===== config.mk =====
export PLATFORM = sky130hd
export DESIGN_NAME = pc_fetch_ctrl
export DESIGN_NICKNAME = d
export VERILOG_FILES = /design/src/rtl/pc_fetch_ctrl.sv
export SDC_FILE = /design/constraint.sdc
export NUM_CORES = 1
export LEC_CHECK = 0
export CORE_MARGIN = 2
export CORE_UTILIZATION = 25
export CTS_CLUSTER_DIAMETER = 50
export CTS_CLUSTER_SIZE = 16
export DETAILED_ROUTE_END_ITERATION = 10
export GPL_TIMING_DRIVEN = 0
export PLACE_DENSITY_LB_ADDON = 0.05
export SLEW_MARGIN = 20
export SYNTH_ARGS = -nofsm -noshare
export SYNTH_HDL_FRONTEND = slang
export SYNTH_SLANG_ARGS = --single-unit

===== constraint.sdc =====
create_clock -name clk -period 1.7 [get_ports clk]
set_input_delay 0.34 -clock clk [delete_from_list [all_inputs] [get_ports clk]]
set_output_delay 0.34 -clock clk [all_outputs]
set_load 0.02 [all_outputs]

===== src/rtl/pc_fetch_ctrl.sv =====
// Fetch sequencer for a 1-cycle-latency synchronous instruction memory.
// Owns the PC and tags each returned word with its PC and a valid bit.
module pc_fetch_ctrl #(
   parameter int unsigned        ADDR_W      = 13,
   parameter logic [ADDR_W-1:0]  RESET_PC    = '0,
   parameter logic [5:0]         HALT_OPCODE = 6'b111111
) (
   input  logic              clk,
   input  logic              reset,
   input  logic              stall_i,
   input  logic              redirect_valid,
   input  logic [ADDR_W-1:0] redirect_pc,
   input  logic              resume,
   input  logic [31:0]       instr_i,
   output logic [ADDR_W-1:0] mem_addr,
   output logic              mem_stall,
   output logic              mem_flush,
   output logic              mem_halted,
   output logic              instr_valid,
   output logic [ADDR_W-1:0] instr_pc,
   output logic              halted_o,
   output logic [31:0]       fetch_count
);

   typedef enum logic {StRun = 1'b0, StHalted = 1'b1} state_e;

   state_e            state_q, state_d;
   logic [ADDR_W-1:0] pc_q, pc_d;
   logic [ADDR_W-1:0] instr_pc_q, instr_pc_d;
   logic              valid_q, valid_d;
   logic [31:0]       count_q, count_d;
   logic              halt_seen;
   logic              stall_c, flush_c, halted_c;
   logic              unused_instr;

   assign unused_instr = ^instr_i[25:0];
   assign halt_seen    = valid_q && (instr_i[31:26] == HALT_OPCODE);

   always_comb begin
      state_d    = state_q;
      pc_d       = pc_q;
      instr_pc_d = instr_pc_q;
      valid_d    = valid_q;
      count_d    = count_q + 32'(valid_q && !stall_i);
      stall_c    = 1'b0;
      flush_c    = 1'b0;
      halted_c   = 1'b0;
      unique case (state_q)
         StRun: begin
            if (redirect_valid) begin
               flush_c = 1'b1;
               pc_d    = redirect_pc;
               valid_d = 1'b0;
            end else if (stall_i) begin
               stall_c = 1'b1;
            end else if (halt_seen) begin
               // pc_q already points past the halt word; the word behind it is dropped.
               state_d = StHalted;
               valid_d = 1'b0;
            end else begin
               pc_d       = pc_q + 1'b1;
               instr_pc_d = pc_q;
               valid_d    = 1'b1;
            end
         end
         StHalted: begin
            valid_d  = 1'b0;
            halted_c = !resume;
            if (resume) state_d = StRun;
            if (redirect_valid) begin
               flush_c = 1'b1;
               pc_d    = redirect_pc;
            end else if (resume) begin
               pc_d       = pc_q + 1'b1;
               instr_pc_d = pc_q;
               valid_d    = 1'b1;
            end
         end
         default: state_d = StRun;
      endcase
   end

   always_ff @(posedge clk or posedge reset) begin
      if (reset) begin
         state_q    <= StRun;
         pc_q       <= RESET_PC;
         instr_pc_q <= '0;
         valid_q    <= 1'b0;
         count_q    <= '0;
      end else begin
         state_q    <= state_d;
         pc_q       <= pc_d;
         instr_pc_q <= instr_pc_d;
         valid_q    <= valid_d;
         count_q    <= count_d;
      end
   end

   // Controls are forced inactive while reset is held.
   assign mem_stall   = stall_c && !reset;
   assign mem_flush   = flush_c && !reset;
   assign mem_halted  = halted_c && !reset;
   assign mem_addr    = pc_q;
   assign instr_valid = valid_q;
   assign instr_pc    = instr_pc_q;
   assign halted_o    = (state_q == StHalted);
   assign fetch_count = count_q;

endmodule


==> out/qor.txt <==
WL/cell: 15.7 microns
Final setup margin: -51.2 ps
Final Skew: 5.85 ps
DRT Pass-1 Iters: 4
Power Density: 897 nW/um^2
Final setup TNS: -358 ps
I/O Buffers: 86
Top FF cell, synth: dfrtp_1
I/O Pins: 113
Vias in the first global route: 2626
Largest net degree at the start of global routing: 30
RSZ-0062 raised after global routing: yes
Synth Register Bits: 60
Netlist cell types: 42
Maximum vdd drop: 0.373 mV
Layout cells sized above 1: 0.322
DR vias: 2518
Critical path required time: 1910 ps
Critical path peak fanout: 5
HPWL Detailed: 5680 microns
Antenna diode count: 0
Pwr Total: 4.32 mW
Starting density of the core: 0.259
Critical path arrival: 1960 ps
Die area: 12200 sq um
Die width: 111 microns
Final ANT Viol Nets: 0
Final period util: 1.03
Synth area leaders: dfrtp_1 (53%), xor2_1 (5.2%), mux2_2 (5.1%)
GRT Total Usage: 0.136
Static leakage: 2.21 nW
Area of the mapped netlist: 2840 sq um
TritonCTS buffer count: 9
Syn-to-layout area delta: 69.2%
Type of origin of the critical path: register
Area share of the largest cell type after synthesis: 0.528
Yosys Warn Count: 0
Final wirelength: 8470 microns
Initial antenna violation count: 0
GRT overflow: 0
Worst hold path type: input pin to register
Routability Congestion: 0.753
First-pass GRT wire length: 13500 microns
DR iter-0 viols: 43
CTS tree: built
DR vias/cell: 4.68
Fillers: 1088
Dpl ws: -1080 ps
Tightest Pin Transition: 432 ps
Area leader, netlist: dfrtp_1
# clock sinks: 60
Root buffer cell: clkbuf_16
Finished layout cell area: 4810 sq um
Syn Area/Cell: 10.9 sq um
Dpl cell area: 3980 sq um
Violated checks: setup timing
Post-synth EDFFs: 0
Status: complete, but fails checks
Post-Synthesis Cells: 261
Max-Cap Viols: 0
DRC: 0
Worst-Skew Late Latency: 330 ps
Final hold viol count: 0
Async SR Flop Fraction: 1.00
Slew HR: 0.712
H-tree depth: 3
Final setup vio count: 12
Sequential share of the synthesized area: 0.528
Clock transition at path regs: 50 ps
Clock Tree Buf Depth: 2
Setup crit end kind: register
Core ar.: 11000 sq um
Final #Nets: 449
Crit path kind: register to register
Die Span Y: 111 microns
Cts hold-fix bufs: 0
# rows: 38
Period minus WS final: 1750 ps
Fmax: 571 MHz
Max-slew violation count: 0
Synth Net Count: 315
-- per-layer routing --
metal,track usage,part of all wire
met5,0,0
met4,0.0525,0.012
met1,0.162,0.44
met2,0.236,0.50
met3,0.0344,0.045
-- Yosys cell counts, drive strengths merged, types with 5 or more instances --
library cell	n
nand2	23
nand3	17
mux2	13
xnor2	15
dfrtp	60
clkbuf	7
and3	5
and4	5
a31oi	7
nor2	13
nor4	5
nor3	8
xor2	17
or4	9
o21ai	6
inv	5
nand4	11
and2	5
-- path summary, 6_finish.rpt --
| kind | end | depth (start not counted) | slack, ps | from |
|---|---|---|---|---|
| min in group asynchronous | instr_pc[2] | 2 | 440 | reset |
| worst max-delay path | instr_pc[8] | 5 | -50 | halted_o |
| worst min-delay path | halted_o | 2 | 350 | redirect_valid |
| worst max register to register | instr_pc[8] | 5 | -50 | halted_o |
| worst min register to register | fetch_count[31] | 1 | 470 | fetch_count[31] |
| max in group asynchronous | fetch_count[26] | 4 | 620 | reset |
-- area by class of cell --
| cell class | instances | area [sq um] | share of cell area |
|---|---|---|---|
| Multi-Input combinational cell | 185 | 1560 | 0.324 |
| Clock buffer | 11 | 243 | 0.0504 |
| Timing Repair Buffer | 126 | 1200 | 0.249 |
| Inverter | 6 | 31.3 | 0.00650 |
| Tap cell | 140 | 175 | 0.0364 |
| Sequential cell | 60 | 1520 | 0.315 |
| Buffer | 7 | 75.1 | 0.0156 |
| Clock inverter | 3 | 15.0 | 0.00312 |
-- placed cells by master, fill, tap and decap left out, types with 4 or more instances in the layout --
cell / instances
a31oi_1: 7
and3_1: 4
buf_4: 30
buf_6: 8
clkbuf_16: 11
clkdlybuf4s50_1: 46
dfrtp_1: 48
dfrtp_2: 12
dlygate4sd2_1: 33
inv_1: 4
mux2_4: 10
nand2_1: 21
nand3_1: 11
nand4_1: 11
nor2_1: 12
nor3_1: 5
o21ai_0: 4
or4_1: 5
or4_4: 4
xnor2_1: 15
xor2_1: 17
-- state kept, by name (all words and copies together) (netlist names) --
signal       flops
fetch_count     32
instr_pc        13
instr_valid      1
halted_o         1
mem_addr        13
-- cells by family after synthesis --
family	after synthesis	synth area share
buf+inv	16	0.0246
mux	14	0.0550
simple gates	110	0.216
fa+ha+maj	4	0.0176
xor+xnor	32	0.0985
flops	60	0.528
compound gates	25	0.0603
-- per-stage QoR --
step / cells / utilization / hold slack [ps]
final: 538 / 0.438 / 349
after global routing: 538 / 0.438 / 337
after CTS: 516 / 0.406 / 330
after detailed placement: 489 / 0.362 / 464
after global placement: 487 / 0.359 / 454
after floorplan: 261 / - / 436
-- critical path: stages, from the launching register on --
cell,delay (ps)
dfrtp_2,420
nand4b_1,300
o211a_4,360
nand2_8,90
clkbuf_16,160
mux2_4,300
-- power by group --
part	leakage, nW	total (mW)	internal, mW	switching (mW)
Sequential	0.738	1.75	1.59	0.163
Combinational	1.35	0.948	0.487	0.461
Clock	0.131	1.62	1.00	0.618
Total	2.21	4.32	3.07	1.24
-- timing repair --
| item | in CTS | in global routing |
|---|---|---|
| cloned | 0 | 3 |
| pin swaps | 18 | 24 |
| gates resized for setup | 92 | 42 |
| buffers inserted | 15 | 20 |
| endpoints found under the setup margin | 78 | 40 |
No activity file was read; power rests on OpenSTA's default activity.
==> RTL change (same settings) <==
Put one more register stage on the output `fetch_count`, with the module's reset. The value now appears one clock later. The other outputs are not delayed to match.
--- a/src/rtl/pc_fetch_ctrl.sv
+++ b/src/rtl/pc_fetch_ctrl.sv
@@ -104,7 +104,13 @@
    assign instr_valid = valid_q;
    assign instr_pc    = instr_pc_q;
    assign halted_o    = (state_q == StHalted);
-   assign fetch_count = count_q;
+   always_ff @(posedge clk or posedge reset) begin
+      if (reset) begin
+         fetch_count <= '0;
+      end else begin
+         fetch_count <= count_q;
+      end
+   end
 
 endmodule
 
Behaviour: not the same (a bounded check fails within 4 cycles, from zero or initial values and one cycle with reset high).
==> RTL change against the unedited design <==
- the flow still finishes with violations (setup timing)
- power increased by 26%
- cell area increased by 15%
- highest routed layer unchanged
- clock power increased by 17%
- worst setup slack improved by 0.031 ns
- synthesized area increased by 29%
- core utilization decreased by 5.5 points
- sequential cell count increased by 32
- final cell count increased by 12%
- wire length increased by 5.2%
==> RTL change: results <==
export IMPL_rows=44
export IMPL_synth_area_top_cells="dfrtp_1 63%, xor2_1 4.5%, mux2_2 4.0%"
export IMPL_final_core_util=0.3837
export IMPL_post_dp_hpwl_um=5923
export IMPL_critPathMaxStageDelay_ns=0.36
export IMPL_synth_distinct_cells=41
export IMPL_netlist_instances=291
export IMPL_nFillCells=1455
export IMPL_synth_xor_area_share=0.07611
export IMPL_synth_nets=345
export IMPL_stdcell_count=604
export IMPL_n_all_buffers=121
export IMPL_cp_max_fo=6
export IMPL_drive_above_1_share=0.2690
export IMPL_violations="setup timing"
export IMPL_setup_slack_ns=-0.01971
export IMPL_powerComb_uw=960
export IMPL_grt_pass1_vias=2739
export IMPL_status="finished with violations"
export IMPL_met3_length_um=425
export IMPL_vias_per_cell=4.470
export IMPL_sh_seq_area=0.4164
export IMPL_setup_viol=4
export IMPL_drt_total_wl_um=8906
export IMPL_cts_sinks=92
export IMPL_grt_max_degree=34
export IMPL_synthAdderAreaFrac=0.01359
export IMPL_p_switching_uw=1517
export IMPL_inverters=10
export IMPL_multi_input_area_share=0.2750
export IMPL_wl_met2_um=4123
export IMPL_clk_share=0.05000
export IMPL_io_buffers=85
export IMPL_grtUsageMet2=0.1777
export IMPL_maxSlewHeadroom=0.6316
==> RTL change: final timing paths <==
kind	startpoint	endpoint	slack, ns	depth (start not counted)
setup / recovery	instr_valid$_DFFE_PP0P_	count_q[16]$_DFF_PP0_	-0.02	8
hold / removal	redirect_valid	halted_o$_DFF_PP0_	0.33	2
setup reg to reg	instr_valid$_DFFE_PP0P_	count_q[16]$_DFF_PP0_	-0.02	8
hold reg to reg	count_q[2]$_DFF_PP0_	fetch_count[2]$_DFF_PP0_	0.38	0
max in group asynchronous	reset	count_q[7]$_DFF_PP0_	0.38	5
min in group asynchronous	reset	instr_pc[6]$_DFFE_PP0P_	0.44	2
==> RTL change: what timing repair did <==
item                       CTS  global route
hold buffers                 0             0
resized for setup           42            47
setup endpoints to repair   57            40
pin swaps                    4            12
gates cloned                 0             1
setup buffers               14            10
